===== config.mk =====
export PLATFORM = sky130hd
export DESIGN_NAME = hamming_tx_scheduler
export DESIGN_NICKNAME = d
export VERILOG_FILES = /design/src/rtl/hamming_tx_scheduler.sv
export SDC_FILE = /design/constraint.sdc
export NUM_CORES = 1
export LEC_CHECK = 0
export ABC_AREA = 1
export CORE_UTILIZATION = 46
export DETAILED_ROUTE_END_ITERATION = 8
export PLACE_DENSITY = 0.75
export SLEW_MARGIN = 30
export SYNTH_ARGS = -nofsm -noshare
export SYNTH_HDL_FRONTEND = slang
export SYNTH_SLANG_ARGS = --single-unit

===== constraint.sdc =====
create_clock -name clk -period 2.4 [get_ports clk]
set_input_delay 0.24 -clock clk [delete_from_list [all_inputs] [get_ports clk]]
set_output_delay 0.24 -clock clk [all_outputs]
set_load 0.01 [all_outputs]

===== src/rtl/hamming_tx_scheduler.sv =====
// ---------------------------------------------------------------------------
// hamming_tx_scheduler
//
// Shares one Hamming(7,4) encoder among NUM_REQ nibble producers. A
// round-robin arbiter grants one valid requester at a time. The granted
// nibble is encoded and captured into a 7-bit shift register. The codeword
// is then sent LSB-first on a one-bit lane, followed by GAP_CYCLES idle cycles.
//
// Ports:
//   clk        sole clock, rising edge
//   rst_n      asynchronous active-low reset
//   en         scheduler enable; gates new grants only, never an active frame
//   req_valid  per-requester valid
//   req_data   nibble of requester i at [4i+3:4i]
//   req_ready  one-hot grant, high only in the IDLE grant cycle
//   tx_bit     serial codeword bit (LSB first)
//   tx_valid   high while tx_bit carries a codeword bit
//   tx_sof     high alongside codeword bit 0
//   tx_src     requester index of the current (or last) frame
//   busy       high while shifting or in the inter-frame gap
//
// Also holds hamming_encoder, the shared encoder used by the scheduler.
// ---------------------------------------------------------------------------

// Hamming(7,4) encoder.
//   data      nibble d3..d0
//   codeword  cw[6:0]: parity bits sit at 0, 1 and 3; data bits fill 2, 4, 5 and 6
module hamming_encoder (
  input  logic [3:0] data,
  output logic [6:0] codeword
);

  // Each parity bit covers the data bits whose codeword position has the
  // corresponding bit set in its 1-based index.
  always_comb begin
    codeword[0] = data[0] ^ data[1] ^ data[3];
    codeword[1] = data[0] ^ data[2] ^ data[3];
    codeword[2] = data[0];
    codeword[3] = data[1] ^ data[2] ^ data[3];
    codeword[4] = data[1];
    codeword[5] = data[2];
    codeword[6] = data[3];
  end

endmodule

module hamming_tx_scheduler #(
  parameter int NUM_REQ    = 4,
  parameter int GAP_CYCLES = 1,
  parameter int SRC_W      = $clog2(NUM_REQ)
) (
  input  logic                 clk,
  input  logic                 rst_n,
  input  logic                 en,
  input  logic [NUM_REQ-1:0]   req_valid,
  input  logic [4*NUM_REQ-1:0] req_data,
  output logic [NUM_REQ-1:0]   req_ready,
  output logic                 tx_bit,
  output logic                 tx_valid,
  output logic                 tx_sof,
  output logic [SRC_W-1:0]     tx_src,
  output logic                 busy
);

  typedef enum logic [1:0] {
    IDLE  = 2'd0,
    SHIFT = 2'd1,
    GAP   = 2'd2
  } state_t;

  // The candidate sum rr_ptr + k needs one extra bit before it wraps.
  localparam logic [SRC_W:0]   NUM_REQ_W = (SRC_W+1)'(NUM_REQ);
  localparam logic [SRC_W-1:0] LAST_REQ  = SRC_W'(NUM_REQ - 1);
  localparam logic [3:0]       GAP_LAST  = (GAP_CYCLES > 0) ? 4'(GAP_CYCLES - 1) : 4'd0;

  state_t           state_q,    state_d;
  logic [SRC_W-1:0] rr_ptr_q,   rr_ptr_d;
  logic [2:0]       bit_cnt_q,  bit_cnt_d;
  logic [3:0]       gap_cnt_q,  gap_cnt_d;
  logic [6:0]       shift_q,    shift_d;
  logic             tx_valid_q, tx_valid_d;
  logic             tx_sof_q,   tx_sof_d;
  logic [SRC_W-1:0] tx_src_q,   tx_src_d;

  logic             grant_vld;
  logic [SRC_W-1:0] grant_idx;
  logic [SRC_W:0]   cand_sum;
  logic [SRC_W-1:0] cand_idx;
  logic             do_grant;
  logic [3:0]       grant_nibble;
  logic [6:0]       grant_cw;

  // Round-robin search: walk the requesters starting at rr_ptr. Keep the
  // first valid one. The wrap is done by hand so that NUM_REQ need not be
  // a power of two.
  always_comb begin
    grant_vld = 1'b0;
    grant_idx = '0;
    cand_sum  = '0;
    cand_idx  = '0;
    for (int k = 0; k < NUM_REQ; k++) begin
      cand_sum = {1'b0, rr_ptr_q} + (SRC_W+1)'(k);
      if (cand_sum >= NUM_REQ_W) begin
        cand_sum = cand_sum - NUM_REQ_W;
      end
      cand_idx = cand_sum[SRC_W-1:0];
      if (!grant_vld && req_valid[cand_idx]) begin
        grant_vld = 1'b1;
        grant_idx = cand_idx;
      end
    end
  end

  // req_ready is combinational. It is forced low while reset is asserted,
  // so that every output is 0 during reset.
  assign do_grant = rst_n && (state_q == IDLE) && en && grant_vld;

  // Route the granted requester's nibble to the encoder and raise its ready.
  always_comb begin
    grant_nibble = '0;
    req_ready    = '0;
    for (int i = 0; i < NUM_REQ; i++) begin
      if (grant_idx == SRC_W'(i)) begin
        grant_nibble = req_data[4*i +: 4];
        req_ready[i] = do_grant;
      end
    end
  end

  hamming_encoder u_encoder (
    .data     (grant_nibble),
    .codeword (grant_cw)
  );

  // Frame sequencing. The shift register's LSB is the lane bit itself, so
  // tx_bit is registered and shows cw[bit_cnt] while in SHIFT. Zeros
  // shifted in from the top leave the lane at 0 once the frame is done.
  always_comb begin
    state_d    = state_q;
    rr_ptr_d   = rr_ptr_q;
    bit_cnt_d  = bit_cnt_q;
    gap_cnt_d  = gap_cnt_q;
    shift_d    = shift_q;
    tx_valid_d = tx_valid_q;
    tx_sof_d   = tx_sof_q;
    tx_src_d   = tx_src_q;
    unique case (state_q)
      IDLE: begin
        if (do_grant) begin
          shift_d    = grant_cw;
          tx_valid_d = 1'b1;
          tx_sof_d   = 1'b1;
          tx_src_d   = grant_idx;
          rr_ptr_d   = (grant_idx == LAST_REQ) ? '0 : grant_idx + 1'b1;
          bit_cnt_d  = 3'd0;
          state_d    = SHIFT;
        end
      end
      SHIFT: begin
        tx_sof_d = 1'b0;
        shift_d  = shift_q >> 1;
        if (bit_cnt_q == 3'd6) begin
          tx_valid_d = 1'b0;
          gap_cnt_d  = 4'd0;
          state_d    = (GAP_CYCLES > 0) ? GAP : IDLE;
        end else begin
          bit_cnt_d = bit_cnt_q + 3'd1;
        end
      end
      GAP: begin
        if (gap_cnt_q == GAP_LAST) begin
          state_d = IDLE;
        end else begin
          gap_cnt_d = gap_cnt_q + 4'd1;
        end
      end
      default: begin
        state_d = IDLE;
      end
    endcase
  end

  // State and output registers. Reset aborts any frame in progress and
  // discards its codeword.
  always_ff @(posedge clk or negedge rst_n) begin
    if (!rst_n) begin
      state_q    <= IDLE;
      rr_ptr_q   <= '0;
      bit_cnt_q  <= 3'd0;
      gap_cnt_q  <= 4'd0;
      shift_q    <= 7'd0;
      tx_valid_q <= 1'b0;
      tx_sof_q   <= 1'b0;
      tx_src_q   <= '0;
    end else begin
      state_q    <= state_d;
      rr_ptr_q   <= rr_ptr_d;
      bit_cnt_q  <= bit_cnt_d;
      gap_cnt_q  <= gap_cnt_d;
      shift_q    <= shift_d;
      tx_valid_q <= tx_valid_d;
      tx_sof_q   <= tx_sof_d;
      tx_src_q   <= tx_src_d;
    end
  end

  assign tx_bit   = shift_q[0];
  assign tx_valid = tx_valid_q;
  assign tx_sof   = tx_sof_q;
  assign tx_src   = tx_src_q;
  assign busy     = (state_q != IDLE);

endmodule


# ---- Yosys cells after proc, flatten, opt, wreduce, memory -nomap -nowiden
# Cells that the tools add are included.
dict set report totals {
  register_bits 22
  out_inout_bits 10
  word_cells 109
}
dict set report op_classes {
  add_sub_neg 10
  n_lt_le_gt_ge 8
  eq_ne 11
  muxes 45
  n_bitwise 6
  reduce_logical 21
}
# cell n
set ops {}
lappend ops {{2-bit 2-to-1 mux} 12}
lappend ops {{4-bit 2-to-1 mux} 6}
lappend ops {{1-bit 2-to-1 mux} 14}
lappend ops {{7-bit one-hot mux with 2 select lines} 1}
lappend ops {{2-bit by 3-bit less-than comparator with 1-bit output, second input constant} 4}
lappend ops {{3-bit AND reduction} 4}
lappend ops {{2-bit inequality test, second input constant} 5}
lappend ops {{3-bit >= comparator, second input constant} 3}
lappend ops {{1-bit binary-select mux with 2-bit select} 4}
lappend ops {{4-bit one-hot mux with 2 select lines} 1}
lappend ops {{2-bit by 1-bit subtractor with 2-bit output, second input constant} 4}
lappend ops {{7-bit 2-to-1 mux} 1}
lappend ops {{2-bit by 2-bit adder with 3-bit output, second input constant} 2}
lappend ops {{2-bit == test, second input constant} 3}
lappend ops {{1-bit logical AND} 6}
lappend ops {{3-bit 2-to-1 mux} 2}
lappend ops {{2-bit one-hot mux with 3 select lines} 1}
lappend ops {{3-bit one-hot mux with 2 select lines} 1}
lappend ops {{2-bit nonzero test} 3}
lappend ops {{1-bit XOR} 6}
lappend ops {{4-bit by 1-bit adder with 4-bit output, second input constant} 1}
lappend ops {{2-bit by 1-bit == test with 1-bit output, second input constant} 2}
lappend ops {{2-bit logical NOT} 2}
lappend ops {{4-bit logical NOT} 1}
lappend ops {{8 further kinds} 12}

# ---- Depth between registers and ports, before layout
# Gate-level depths: netlist of the first run.
dict set report depth {
  depth_word 23
  depth_mapped 22
}

# ---- Modules after synthesis
# From an unflattened synthesis of the first run, not the netlist that was laid out.
dict set report hier_totals {
  cells_unflattened 248
  area_unflattened_um2 1657.8
}
# module instances cells_per_inst area_each_um2 seq_area_each_um2
set by_module_without_submodules {}
lappend by_module_without_submodules {hamming_tx_scheduler 1 219 1526.5 550.5}
lappend by_module_without_submodules {hamming_encoder 1 29 131.4 0.0}

# ---- Worst setup path before layout of the first run
# No wires, ideal clock.
dict set report synth_path {
  path_kind {register -> register}
  from {reg rr_ptr_q[0]}
  to {reg shift_q[0]}
  setup_ns 0.124
  arrival_ns 2.214
  t_required_ns 2.276
  setup_slack_ns 0.062
  stages_incl_launch_ff 21
  path_buffers 1
  synth_period_minus_slack_ns 2.338
  cell_sequence {dfrtp_1 > buf_6 > inv_6 > nand2_1 > nand3_1 > nand2_2 > nor2_8 > nand3_1 > nand3_1 > nand2_1 > inv_1 > ha_1 > inv_1 > nor2_1 > nor2_1 > a21oi_1 > nand2_1 > nand3_1 > nand2_1 > nand2_1 > nand3_1}
}
dict set report synth_between {
  elab_chain_cells 23
  word_cells_on_any_way 52
  cone_classes {7 x add/sub; 4 x order compare; 4 x eq/ne; 26 x mux; 2 x bitwise; 9 x reduce/logical}
}
# element line
set synth_lines {}
lappend synth_lines {{from (decl)} 77} ;# logic [SRC_W-1:0] rr_ptr_q, rr_ptr_d;
lappend synth_lines {{from (signal assigned)} 197} ;# rr_ptr_q <= rr_ptr_d;
lappend synth_lines {{branches (longest 13 deep; another with 2-bit by 1-bit adder with 3-bit output)} --}
lappend synth_lines {{2-bit 2-to-1 mux (*)} 107} ;# if (!grant_vld && req_valid[cand_idx]) begin
lappend synth_lines {{named net grant_idx[1]} 86} ;# logic [SRC_W-1:0] grant_idx;
lappend synth_lines {{2-bit logical NOT} 123} ;# if (grant_idx == SRC_W'(i)) begin
lappend synth_lines {{4-bit 2-to-1 mux (3 in series)} 123}
lappend synth_lines {{4-bit 2-to-1 mux (*)} 123}
lappend synth_lines {{1-bit XOR} 36} ;# codeword[0] = data[0] ^ data[1] ^ data[3];
lappend synth_lines {{1-bit XOR (*)} 36}
lappend synth_lines {{7-bit 2-to-1 mux (*)} 149} ;# if (do_grant) begin
lappend synth_lines {{7-bit one-hot mux with 2 select lines (*)} 147} ;# unique case (state_q)
lappend synth_lines {{to (signal assigned)} 200} ;# shift_q <= shift_d;
lappend synth_lines {{to (decl)} 80} ;# logic [6:0] shift_q, shift_d;
# Mark *: on every way through the listed nets, which the timed path passes. The select of a mux whose other input is x is not followed.
# A chain may end at the register's enable or synchronous reset.

# ---- Worst setup path after layout of the first run
dict set report layout_path {
  from {reg rr_ptr_q[0]}
  to {reg shift_q[1]}
}
dict set report layout_between {
  elab_chain_cells 23
  word_cells_on_any_way 52
  cone_classes {7 x add/sub; 4 x order compare; 4 x eq/ne; 26 x mux; 2 x bitwise; 9 x reduce/logical}
}
# element
set layout_lines {}
lappend layout_lines {{branches (longest 23 deep; another with 2-bit by 1-bit adder with 3-bit output)}}
# Several ways; the timed one is not identified. The select of a mux whose other input is x is not followed.

==> results of run 1 <==
-- worst paths after layout --
kind	end	slack, ns	cells after the start	from
worst min-delay path	tx_src[0]	0.34	2	rst_n
min in group clk	tx_valid	0.49	2	tx_valid
worst max register to register	shift_q[1]	-0.26	19	rr_ptr_q[0]
max in group asynchronous	rr_ptr_q[1]	1.82	2	rst_n
worst max-delay path	shift_q[1]	-0.26	19	rr_ptr_q[0]
worst min register to register	tx_valid	0.49	2	tx_valid
-- metrics by stage --
step                hold slack, ns  TNS [ns]
finish                       0.343     -1.70
global route                 0.357     -3.15
CTS                          0.367    -0.259
detailed placement           0.465     -3.62
global placement             0.466     -3.27
floorplan                  -0.0556         0
-- area by class of cell --
class | instances | area share (%)
Inverter | 33 | 5.49
Timing Repair Buffer | 71 | 23.1
Sequential cell | 22 | 20.1
Tap cell | 46 | 2.09
Clock buffer | 3 | 0.817
Multi-Input combinational cell | 183 | 48.5
-- cell families after synthesis --
| kind of cell | count (synthesis) | synth area share, % |
|---|---|---|
| and+or+nand+nor | 150 | 41.7 |
| buffers and inverters | 36 | 9.87 |
| AOI/OAI and AO/OA | 24 | 8.43 |
| DFF | 22 | 33.4 |
| adders and majority gates | 8 | 6.07 |
| xor gates and xnor gates | 1 | 0.532 |
-- sequential cells by signal (all words and copies together), names as in the netlist --
| signal | flops |
|---|---|
| bit_cnt_q | 3 |
| rr_ptr_q | 2 |
| shift_q | 7 |
| tx_src | 2 |
| tx_valid | 1 |
| tx_sof | 1 |
| gap_cnt_q | 4 |
| state_q | 2 |
-- synth_stat cells --
master | n | share of area (%)
sky130_fd_sc_hd__nand3_1 | 35 | 11
sky130_fd_sc_hd__inv_2 | 4 | 0.91
sky130_fd_sc_hd__o21ai_0 | 6 | 1.8
sky130_fd_sc_hd__ha_1 | 8 | 6.1
sky130_fd_sc_hd__a21oi_1 | 11 | 3.3
sky130_fd_sc_hd__nand4_1 | 3 | 1.1
sky130_fd_sc_hd__inv_6 | 1 | 0.53
sky130_fd_sc_hd__buf_6 | 3 | 2.0
sky130_fd_sc_hd__nand2_2 | 4 | 1.5
sky130_fd_sc_hd__dfrtp_1 | 22 | 33
sky130_fd_sc_hd__nand2_4 | 3 | 2.0
sky130_fd_sc_hd__a21oi_2 | 1 | 0.53
sky130_fd_sc_hd__nor2_8 | 1 | 1.2
sky130_fd_sc_hd__xor2_1 | 1 | 0.53
sky130_fd_sc_hd__nand3_4 | 1 | 1.1
sky130_fd_sc_hd__nor2_1 | 17 | 3.9
sky130_fd_sc_hd__or2_2 | 1 | 0.38
sky130_fd_sc_hd__inv_1 | 28 | 6.4
sky130_fd_sc_hd__nand2_1 | 84 | 19
sky130_fd_sc_hd__nor2_4 | 1 | 0.68
sky130_fd_sc_hd__o21ai_1 | 2 | 0.61
sky130_fd_sc_hd__o21ai_2 | 4 | 2.1
-- layer usage --
metal,global-route usage (%),vias up
met5,0,-
met4,9.84,0
met3,3.11,36
met2,51.8,96
met1,28.8,900
li1,-,907
-- worst max-delay path, cell delays in order, from the launching register on --
cell and delay, ns:
sky130_fd_sc_hd__dfrtp_2 0.45, sky130_fd_sc_hd__buf_12 0.15, sky130_fd_sc_hd__nand2_1 0.15, sky130_fd_sc_hd__nand3_4 0.11, sky130_fd_sc_hd__nand2_4 0.12, sky130_fd_sc_hd__nor2_8 0.06
sky130_fd_sc_hd__buf_4 0.14, sky130_fd_sc_hd__nand3_4 0.07, sky130_fd_sc_hd__nand3_4 0.10, sky130_fd_sc_hd__buf_6 0.14, sky130_fd_sc_hd__ha_4 0.18, sky130_fd_sc_hd__buf_6 0.13
sky130_fd_sc_hd__a21oi_4 0.16, sky130_fd_sc_hd__nand2_2 0.09, sky130_fd_sc_hd__nand2_4 0.10, sky130_fd_sc_hd__nand2_2 0.05, sky130_fd_sc_hd__nand3_1 0.06, sky130_fd_sc_hd__nand2_1 0.07
sky130_fd_sc_hd__nand2_1 0.11, sky130_fd_sc_hd__nand3_2 0.08
-- repair_timing --
item | CTS | global route
gates resized for setup | 83 | 55
pin swaps | 32 | 41
hold buffers | 0 | 0
setup buffers | 18 | 4
endpoints found under the setup margin | 11 | 12
-- cells in the final DEF, fill, tap and decap left out, types with 4 or more instances in the layout --
cell,instances
sky130_fd_sc_hd__a21oi_2,5
sky130_fd_sc_hd__a21oi_4,4
sky130_fd_sc_hd__buf_2,4
sky130_fd_sc_hd__buf_4,30
sky130_fd_sc_hd__buf_6,8
sky130_fd_sc_hd__clkdlybuf4s50_1,28
sky130_fd_sc_hd__dfrtp_1,20
sky130_fd_sc_hd__ha_1,4
sky130_fd_sc_hd__ha_4,4
sky130_fd_sc_hd__inv_1,22
sky130_fd_sc_hd__inv_2,5
sky130_fd_sc_hd__inv_4,4
sky130_fd_sc_hd__nand2_1,52
sky130_fd_sc_hd__nand2_2,24
sky130_fd_sc_hd__nand2_4,15
sky130_fd_sc_hd__nand3_1,20
sky130_fd_sc_hd__nand3_2,12
sky130_fd_sc_hd__nand3_4,4
sky130_fd_sc_hd__nor2_1,11
sky130_fd_sc_hd__nor2_4,5
sky130_fd_sc_hd__o21ai_0,4
==> reports/qor.txt, run 1 <==
GLOBAL ROUTING
--------------------------------------------------------------------------------
Number of antenna violations at the first check in global routing .            0
Number of global-route vias before repair .........................         1692
Pin count of the biggest net entering global routing ..............           23
Overall fraction of global-route tracks in use ....................        26.4%
Remaining Overflow, GRT ...........................................            0
First-pass GRT wire length ........................................      7210 µm

STA
--------------------------------------------------------------------------------
Worst clock skew ..................................................   0.00581 ns
Setup violators final .............................................           12
Slew at the pin closest to its max-slew limit .....................     0.308 ns
Number of hold violations in the final report .....................            0
Slew Limit Fails ..................................................            0
Fraction of the cycle the final worst path needs ..................         111%
Max Clk Rate ......................................................    0.375 GHz
Minimum clock period ..............................................      2.66 ns
Least setup slack across all paths after layout ...................    -0.263 ns
Setup repair after global routing missed its margin ...............          yes
Max-Slew Margin vs Limit ..........................................        79.4%

FLOORPLANNING
--------------------------------------------------------------------------------
Height of the die .................................................      61.9 µm
Core region area ..................................................     3390 µm²
Top-level port count ..............................................           33
Die X .............................................................      61.9 µm
Die ar. ...........................................................     3830 µm²
Initial core utilization ..........................................        48.6%
Count of standard-cell rows .......................................           21

CTS
--------------------------------------------------------------------------------
Clock latency reported for the late side of the worst-skew pair ...      0.30 ns
CTS buffer count ..................................................            3
Clock tree buffer depth ...........................................            2
Htree depth .......................................................            1
Clk pin slew, worst setup/hold paths ..............................      0.12 ns
Buffer type at the clock tree root ................................ sky130_fd_sc_hd__clkbuf_4
Sinks on Clock Net ................................................           22
Clock tree from TritonCTS .........................................          yes

MIN PATH
--------------------------------------------------------------------------------
Kind of path behind the tightest hold check .......................     in2async

PLACE
--------------------------------------------------------------------------------
Standard cell area after detailed placement .......................     2130 µm²
Post-placement setup slack ........................................    -0.448 ns
Post-detail-place hpwl ............................................      2780 µm
Quantity of I/O buffers inserted on ports .........................           32
DP Cell Count .....................................................          335
Placer congestion estimate ........................................        0.761

LOGIC SYNTHESIS
--------------------------------------------------------------------------------
Net count of the mapped netlist ...................................          272
Count of synthesis-stage warnings from yosys ......................            0
Area of the mapped netlist ........................................     1650 µm²
Synthesized area per cell .........................................     6.84 µm²
Post-synthesis cell count .........................................          241
Share of synthesized area occupied by flip-flops and latches ......        33.4%
Unique masters post-synth .........................................           22
Seq cells post-synth ..............................................           22

ROUTING
--------------------------------------------------------------------------------
Vias per Instance .................................................         5.42
Drt first-iter violations .........................................          135
Max Used Layer ....................................................         met4
Met1 Routed Length ................................................      2200 µm
Sum of met2 wire segment lengths after detailed routing ...........      2910 µm
First-pass iteration count of the detailed router .................            4
Final wirelength ..................................................      5720 µm
DRC violation count after routing .................................            0
Routed wire per std cell ..........................................      16.0 µm
Length of routed met3 wiring ......................................       284 µm
Via count of the routed design ....................................         1939
Final antenna-violating net count .................................            0

CRITICAL PATH
--------------------------------------------------------------------------------
Crit path max fanout ..............................................            5
Worst endpoint data arrival time ..................................      2.86 ns
Required time of the worst setup path .............................      2.60 ns
Classification of the worst setup path ............................      reg2reg
Startpoint Class ..................................................     register
Element type at the critical path end .............................     register

LAYOUT
--------------------------------------------------------------------------------
Fin area ..........................................................     2760 µm²
Final core utilization ............................................        81.3%
Nets ..............................................................          345
Finished Layout Cells .............................................          358
Ratio of cells with drive above 1 in the final layout .............        45.2%
Ant. Diodes .......................................................            0
Area of the multi-input gates .....................................     1340 µm²
Area Overhead vs Synth ............................................        67.3%
Sequential cell area ..............................................      553 µm²
Fill cells ........................................................          194

STATUS
--------------------------------------------------------------------------------
Status ............................................................ finished with violations
Violations in the final reports ................................... setup timing

RUN
--------------------------------------------------------------------------------
Max-cap check violation count .....................................            0

Power of run 1 is not shown: default switching activity piles up to over one toggle a cycle in this logic, so the estimate is an artifact.
==> inputs of run 2 (changes only) <==
- CORE_MARGIN: default -> 3
==> reports/qor.txt, run 2 (synthesized netlist as in run 1, its figures left out) <==
LAYOUT
--------------------------------------------------------------------------------
Fill cells ........................................................          233   was 194
Finished Layout Cells .............................................          350   was 358
Most used cells in the layout excluding fill and tap cells ........ sky130_fd_sc_hd__nand2_1, sky130_fd_sc_hd__clkdlybuf4s50_1, sky130_fd_sc_hd__nand3_1, sky130_fd_sc_hd__buf_4, sky130_fd_sc_hd__inv_1   was sky130_fd_sc_hd__nand2_1, sky130_fd_sc_hd__buf_4, sky130_fd_sc_hd__clkdlybuf4s50_1, sky130_fd_sc_hd__nand2_2, sky130_fd_sc_hd__inv_1
Area Overhead vs Synth ............................................        57.6%   was 67.3%
Nets ..............................................................          336   was 345
Ratio of cells with drive above 1 in the final layout .............        36.5%   was 45.2%
Reg with most FFs .................................................      shift_q   unchanged
Biggest regs ...................................................... shift_q: 7 flops, gap_cnt_q: 4 flops, bit_cnt_q: 3 flops   unchanged
Ant. Diodes .......................................................            0   unchanged
Number of flip-flops under the largest register name ..............            7   unchanged
Commonest non-fill, non-tap cell in the layout .................... sky130_fd_sc_hd__nand2_1   unchanged

CRITICAL PATH
--------------------------------------------------------------------------------
Crit path max fanout ..............................................            6   was 5
Delay of the slowest cell on the worst path .......................      0.46 ns   was 0.45 ns
Worst setup path start ............................................  rr_ptr_q[0]   unchanged
R2r endpoint ......................................................   shift_q[3]   was shift_q[1]
Required time of the worst setup path .............................      2.62 ns   was 2.60 ns
Worst endpoint data arrival time ..................................      2.82 ns   was 2.86 ns
Dominant cell type by count on the critical path .................. sky130_fd_sc_hd__nand2_1
Path depth of the worst reg2reg path ..............................           20   was 19
Worst path top cell family by delay ............................... simple AND/OR/NAND/NOR gates   unchanged
Critical path, cell by cell ....................................... buf_12 > inv_8 > nand2_1 > nand2_2 > nand2_4 > buf_4 > nand2_1 > nand2_1 > nand3_4 > nand2_4 > inv_4 > ha_4 > buf_6 > a21oi_1 > a21oi_1 > inv_1 > nand3_1 > nand2_1 > nand2_1 > nand3_1   was buf_12 > nand2_1 > nand3_4 > nand2_4 > nor2_8 > buf_4 > nand3_4 > nand3_4 > buf_6 > ha_4 > buf_6 > a21oi_4 > nand2_2 > nand2_4 > nand2_2 > nand3_1 > nand2_1 > nand2_1 > nand3_2
Startpoint Class ..................................................     register   unchanged
Worst-path cell with the longest stage delay ...................... sky130_fd_sc_hd__dfrtp_2   unchanged
Beginning of the worst register-to-register path ..................  rr_ptr_q[0]   unchanged
Classification of the worst setup path ............................      reg2reg   unchanged
Reg-to-reg setup timing slack .....................................     -0.20 ns   was -0.26 ns
Element type at the critical path end .............................     register   unchanged
Buffers & Inverters on Critical Path ..............................            6   was 4

CTS
--------------------------------------------------------------------------------
Clock latency reported for the late side of the worst-skew pair ...      0.32 ns   was 0.30 ns
Hold Buf Count CTS ................................................            0   unchanged
Clock tree from TritonCTS .........................................          yes   unchanged
Buffer type at the clock tree root ................................ sky130_fd_sc_hd__clkbuf_4   unchanged
Sinks on Clock Net ................................................           22   unchanged
Htree depth .......................................................            1   unchanged
CTS buffer count ..................................................            3   unchanged
Clk pin slew, worst setup/hold paths ..............................      0.13 ns   was 0.12 ns
Clock tree buffer depth ...........................................            2   unchanged

STA
--------------------------------------------------------------------------------
Number of hold violations in the final report .....................            0   unchanged
Total negative slack ..............................................     -1.35 ns   was -1.70 ns
Fraction of the cycle the final worst path needs ..................         109%   was 111%
Minimum clock period ..............................................      2.60 ns   was 2.66 ns
Worst clock skew ..................................................   0.00944 ns   was 0.00581 ns
Setup repair after global routing missed its margin ...............          yes   unchanged
Setup violators final .............................................           11   was 12
Max-Slew Margin vs Limit ..........................................        79.4%   about the same
Least setup slack across all paths after layout ...................    -0.204 ns   was -0.263 ns
Max Clk Rate ......................................................    0.384 GHz   was 0.375 GHz
Slew at the pin closest to its max-slew limit .....................     0.308 ns   about the same
Slew Limit Fails ..................................................            0   unchanged

STATUS
--------------------------------------------------------------------------------
Status ............................................................ finished with violations   unchanged
Violations in the final reports ................................... setup timing   unchanged

ROUTING
--------------------------------------------------------------------------------
First-pass iteration count of the detailed router .................            4   unchanged
Via count of the routed design ....................................         1805   was 1939
Final wirelength ..................................................      4840 µm   was 5720 µm
Vias per Instance .................................................         5.16   was 5.42
DRC violation count after routing .................................            0   unchanged
Routed wire per std cell ..........................................      13.8 µm   was 16.0 µm
Final antenna-violating net count .................................            0   unchanged
Drt first-iter violations .........................................           53   was 135

PLACE
--------------------------------------------------------------------------------
Quantity of I/O buffers inserted on ports .........................           32   unchanged
Placer congestion estimate ........................................        0.759   was 0.761
Post-detail-place hpwl ............................................      2870 µm   was 2780 µm
Post-placement setup slack ........................................    -0.437 ns   was -0.448 ns
DP Cell Count .....................................................          335   unchanged

MIN PATH
--------------------------------------------------------------------------------
Kind of path behind the tightest hold check .......................     in2async   unchanged

GLOBAL ROUTING
--------------------------------------------------------------------------------
Remaining Overflow, GRT ...........................................            0   unchanged
Overall fraction of global-route tracks in use ....................        22.4%   was 26.4%
Number of antenna violations at the first check in global routing .            0   unchanged
Pin count of the biggest net entering global routing ..............           23   unchanged
Number of global-route vias before repair .........................         1703   was 1692
First-pass GRT wire length ........................................      7470 µm   was 7210 µm

FLOORPLANNING
--------------------------------------------------------------------------------
Die X .............................................................      65.9 µm   was 61.9 µm
Die ar. ...........................................................     4340 µm²   was 3830 µm²
Top-level port count ..............................................           33   unchanged
Count of standard-cell rows .......................................           21   unchanged
Initial core utilization ..........................................        48.6%   unchanged
Core region area ..................................................     3390 µm²   unchanged
Height of the die .................................................      65.9 µm   was 61.9 µm

RUN
--------------------------------------------------------------------------------
Max-cap check violation count .....................................            0   unchanged

[run 2: cell count changes in the layout (fill, tap and decap cells not counted), sizes merged]
cell	delta
bufinv	+1
inv	+1
clkinv	-1
buf	-9
[run 2: metrics by stage]
| step | area (µm²) | util, % | hold slack [ns] |
|---|---|---|---|
| 3_3_place_gp | 2130 | 63.0 | 0.465 |
| 5_1_grt | 2600 | 76.6 | 0.362 |
| 3_5_place_dp | 2130 | 63.0 | 0.465 |
| 6_report | 2600 | 76.6 | 0.340 |
| 4_1_cts | 2480 | 73.2 | 0.351 |
| 2_1_floorplan | 1650 | - | -0.0556 |
[run 2: per-layer routing]
| metal | vias up | track usage [%] | routed length (µm) |
|---|---|---|---|
| met3 | 17 | 2.89 | 266 |
| met4 | 0 | 8.55 | 193 |
| li1 | 895 | - | - |
| met1 | 840 | 26.0 | 1890 |
| met2 | 53 | 41.2 | 2480 |
| met5 | - | 0 | 0 |
[run 2: worst max-delay path by stage]
| stage | to | cells past startpoint |
|---|---|---|
| 4_1_cts | shift_q[3] | 17 |
| 2_1_floorplan | shift_q[0] | 20 |
| 3_3_place_gp | shift_q[0] | 19 |
| 6_report | shift_q[3] | 20 |
| 5_1_grt | shift_q[0] | 20 |
| 3_5_place_dp | shift_q[1] | 19 |
[run 2: worst register-to-register path: stages (launching register included)]
cell                      delay [ns]
sky130_fd_sc_hd__dfrtp_2        0.46
sky130_fd_sc_hd__buf_12         0.16
sky130_fd_sc_hd__inv_8          0.08
sky130_fd_sc_hd__nand2_1        0.06
sky130_fd_sc_hd__nand2_2        0.09
sky130_fd_sc_hd__nand2_4        0.07
sky130_fd_sc_hd__buf_4          0.13
sky130_fd_sc_hd__nand2_1        0.08
sky130_fd_sc_hd__nand2_1        0.12
sky130_fd_sc_hd__nand3_4        0.12
sky130_fd_sc_hd__nand2_4        0.08
sky130_fd_sc_hd__inv_4          0.08
sky130_fd_sc_hd__ha_4           0.18
sky130_fd_sc_hd__buf_6          0.12
sky130_fd_sc_hd__a21oi_1        0.06
sky130_fd_sc_hd__a21oi_1        0.20
sky130_fd_sc_hd__inv_1          0.12
sky130_fd_sc_hd__nand3_1        0.10
sky130_fd_sc_hd__nand2_1        0.06
sky130_fd_sc_hd__nand2_1        0.06
sky130_fd_sc_hd__nand3_1        0.07
[run 2: final cells by class]
class                           instances  area, µm²  share of cell area (%)
Multi-Input combinational cell        183       1250                    48.0
Sequential cell                        22        553                    21.3
Timing Repair Buffer                   62        549                    21.1
Inverter                               33        139                    5.35
Tap cell                               46       57.6                    2.22
Clock inverter                          1       30.0                    1.16
Clock buffer                            3       22.5                   0.867
[run 2: repair_timing]
item / in CTS / in global routing
endpoints found under the hold margin: 0 / 0
endpoints found under the setup margin: 11 / 11
pin swaps: 23 / 17
cloned: 0 / 0
buffers inserted: 10 / 1
gates resized for setup: 74 / 30
Power of run 2 is left out for the same reason.
==> inputs of run 3 (changes only) <==
- CORE_MARGIN: 3 -> 2
==> reports/qor.txt, run 3 (synthesized netlist as in run 1, its figures left out) <==
ROUTING
--------------------------------------------------------------------------------
DRC violation count after routing .................................            0   unchanged
Drt first-iter violations .........................................           75   was 53
Routed wire per std cell ..........................................      11.7 µm   was 13.8 µm
First-pass iteration count of the detailed router .................            4   unchanged
Final antenna-violating net count .................................            0   unchanged
Via count of the routed design ....................................         1708   was 1805
Final wirelength ..................................................      4070 µm   was 4840 µm
Vias per Instance .................................................         4.92   was 5.16

STA
--------------------------------------------------------------------------------
Least setup slack across all paths after layout ...................   -0.0863 ns   was -0.204 ns
Minimum clock period ..............................................      2.49 ns   was 2.60 ns
Max-Slew Margin vs Limit ..........................................        78.2%   was 79.4%
Setup repair after global routing missed its margin ...............          yes   unchanged
Setup violators final .............................................            7   was 11
Worst clock skew ..................................................   0.00351 ns   was 0.00944 ns
Slew Limit Fails ..................................................            0   unchanged
Fraction of the cycle the final worst path needs ..................         104%   was 109%
Number of hold violations in the final report .....................            0   unchanged
Max Clk Rate ......................................................    0.402 GHz   was 0.384 GHz
Slew at the pin closest to its max-slew limit .....................     0.326 ns   was 0.308 ns

LAYOUT
--------------------------------------------------------------------------------
Ant. Diodes .......................................................            0   unchanged
Most used cells in the layout excluding fill and tap cells ........ sky130_fd_sc_hd__nand2_1, sky130_fd_sc_hd__clkdlybuf4s50_1, sky130_fd_sc_hd__buf_4, sky130_fd_sc_hd__nand3_1, sky130_fd_sc_hd__dfrtp_1   was sky130_fd_sc_hd__nand2_1, sky130_fd_sc_hd__clkdlybuf4s50_1, sky130_fd_sc_hd__nand3_1, sky130_fd_sc_hd__buf_4, sky130_fd_sc_hd__inv_1
Fin area ..........................................................     2480 µm²   was 2600 µm²
Number of flip-flops under the largest register name ..............            7   unchanged
Final core utilization ............................................        73.2%   was 76.6%
Reg with most FFs .................................................      shift_q   unchanged
Finished Layout Cells .............................................          347   was 350
Biggest regs ...................................................... shift_q: 7 flops, gap_cnt_q: 4 flops, bit_cnt_q: 3 flops   unchanged
Area Overhead vs Synth ............................................        50.5%   was 57.6%
Nets ..............................................................          333   was 336
Sequential cell area ..............................................      551 µm²   was 553 µm²
Commonest non-fill, non-tap cell in the layout .................... sky130_fd_sc_hd__nand2_1   unchanged
Area of the multi-input gates .....................................     1180 µm²   was 1250 µm²
Fill cells ........................................................          257   was 233
Ratio of cells with drive above 1 in the final layout .............        35.2%   was 36.5%

CRITICAL PATH
--------------------------------------------------------------------------------
Classification of the worst setup path ............................      reg2reg   unchanged
Worst setup path start ............................................  rr_ptr_q[0]   unchanged
Element type at the critical path end .............................     register   unchanged
Crit path max fanout ..............................................            9   was 6
Required time of the worst setup path .............................      2.61 ns   was 2.62 ns
Worst endpoint data arrival time ..................................      2.69 ns   was 2.82 ns
Beginning of the worst register-to-register path ..................  rr_ptr_q[0]   unchanged
Startpoint Class ..................................................     register   unchanged

CTS
--------------------------------------------------------------------------------
Buffer type at the clock tree root ................................ sky130_fd_sc_hd__clkbuf_4   unchanged
Sinks on Clock Net ................................................           22   unchanged
Htree depth .......................................................            1   unchanged
Clock tree from TritonCTS .........................................          yes   unchanged
Clk pin slew, worst setup/hold paths ..............................      0.12 ns   was 0.13 ns
CTS buffer count ..................................................            3   unchanged
Hold Buf Count CTS ................................................            0   unchanged
Clock latency reported for the late side of the worst-skew pair ...      0.31 ns   was 0.32 ns
Clock tree buffer depth ...........................................            2   unchanged

PLACE
--------------------------------------------------------------------------------
Post-detail-place hpwl ............................................      2710 µm   was 2870 µm
DP Cell Count .....................................................          337   was 335
Standard cell area after detailed placement .......................     2160 µm²   was 2130 µm²
Placer congestion estimate ........................................        0.817   was 0.759
Quantity of I/O buffers inserted on ports .........................           32   unchanged

FLOORPLANNING
--------------------------------------------------------------------------------
Height of the die .................................................      63.9 µm   was 65.9 µm
Die ar. ...........................................................     4080 µm²   was 4340 µm²
Count of standard-cell rows .......................................           21   unchanged
Die X .............................................................      63.9 µm   was 65.9 µm
Core region area ..................................................     3390 µm²   unchanged
Top-level port count ..............................................           33   unchanged
Initial core utilization ..........................................        48.6%   unchanged

GLOBAL ROUTING
--------------------------------------------------------------------------------
First-pass GRT wire length ........................................      7270 µm   was 7470 µm
Pin count of the biggest net entering global routing ..............           23   unchanged
Number of global-route vias before repair .........................         1729   was 1703
Remaining Overflow, GRT ...........................................            0   unchanged
Overall fraction of global-route tracks in use ....................        21.8%   was 22.4%
Number of antenna violations at the first check in global routing .            0   unchanged

MIN PATH
--------------------------------------------------------------------------------
Kind of path behind the tightest hold check .......................     in2async   unchanged

STATUS
--------------------------------------------------------------------------------
Status ............................................................ finished with violations   unchanged
Violations in the final reports ................................... setup timing   unchanged

RUN
--------------------------------------------------------------------------------
Max-cap check violation count .....................................            0   unchanged

-- run 3: changes by cell type in the layout (fill, tap and decap cells not counted), moves of 2 or more --
cell                      before  now
sky130_fd_sc_hd__inv_1        23   21
sky130_fd_sc_hd__nand3_2       5   10
sky130_fd_sc_hd__nor2_1       13   10
sky130_fd_sc_hd__dfrtp_2       2    0
sky130_fd_sc_hd__o21ai_2       3    5
sky130_fd_sc_hd__nand3_1      26   24
sky130_fd_sc_hd__nand2_1      63   71
sky130_fd_sc_hd__dfrtp_1      20   22
sky130_fd_sc_hd__nor2_2        3    5
sky130_fd_sc_hd__nand2_4      14    5
sky130_fd_sc_hd__buf_6         3    1
sky130_fd_sc_hd__nand3_4       5    2
sky130_fd_sc_hd__o21ai_4       2    0
-- run 3: final timing paths --
path / endpoint / slack [ns] / depth (start not counted)
max: shift_q[1] / -0.09 / 19
min: shift_q[1] / 0.31 / 2
max reg2reg: shift_q[1] / -0.09 / 19
min reg2reg: tx_valid / 0.49 / 2
max in group asynchronous: state_q[1] / 1.88 / 2
min in group clk: tx_valid / 0.49 / 2
-- run 3: timing repair --
action / CTS / global route
resized for setup: 61 / 25
buffers inserted: 5 / 1
pin swaps: 16 / 12
setup endpoints to repair: 11 / 11
-- run 3: cell type report --
type                            instances  share of cell area [%]
Clock buffer                            4                    1.46
Sequential cell                        22                    22.2
Inverter                               33                    5.60
Multi-Input combinational cell        183                    47.5
Tap cell                               46                    2.32
Timing Repair Buffer                   59                    20.9
-- run 3: per-layer routing --
metal / GRT usage, % / wire length [µm] / vias to the layer above
met3: 4.58 / 198 / 2
met2: 39.8 / 1940 / 40
li1: - / - / 885
met1: 27.3 / 1920 / 781
met4: 1.63 / 9 / 0
met5: 0 / 0 / -
-- run 3: stage by stage --
stage	hold slack [ns]	TNS, ns	setup WS [ns]
2_1_floorplan	-0.0556	0	0.0617
3_3_place_gp	0.463	-3.45	-0.411
3_5_place_dp	0.465	-3.73	-0.446
4_1_cts	0.313	-0.0779	-0.0222
5_1_grt	0.341	-1.87	-0.252
6_report	0.307	-0.345	-0.0863
-- run 3: critical path, stage by stage (launching register included) --
cell                      delay, ns
sky130_fd_sc_hd__dfrtp_1       0.42
sky130_fd_sc_hd__buf_12        0.15
sky130_fd_sc_hd__nand2_1       0.08
sky130_fd_sc_hd__nand2_2       0.09
sky130_fd_sc_hd__nand2_2       0.11
sky130_fd_sc_hd__nand2_4       0.07
sky130_fd_sc_hd__nor2_8        0.12
sky130_fd_sc_hd__nand4_1       0.15
sky130_fd_sc_hd__nand2_2       0.12
sky130_fd_sc_hd__inv_2         0.07
sky130_fd_sc_hd__ha_4          0.18
sky130_fd_sc_hd__buf_4         0.15
sky130_fd_sc_hd__a21oi_4       0.19
sky130_fd_sc_hd__nand2_2       0.09
sky130_fd_sc_hd__nand2_4       0.09
sky130_fd_sc_hd__nand2_1       0.05
sky130_fd_sc_hd__nand3_1       0.08
sky130_fd_sc_hd__nand2_1       0.06
sky130_fd_sc_hd__nand2_1       0.05
sky130_fd_sc_hd__nand3_1       0.06
Power of run 3 is left out for the same reason.
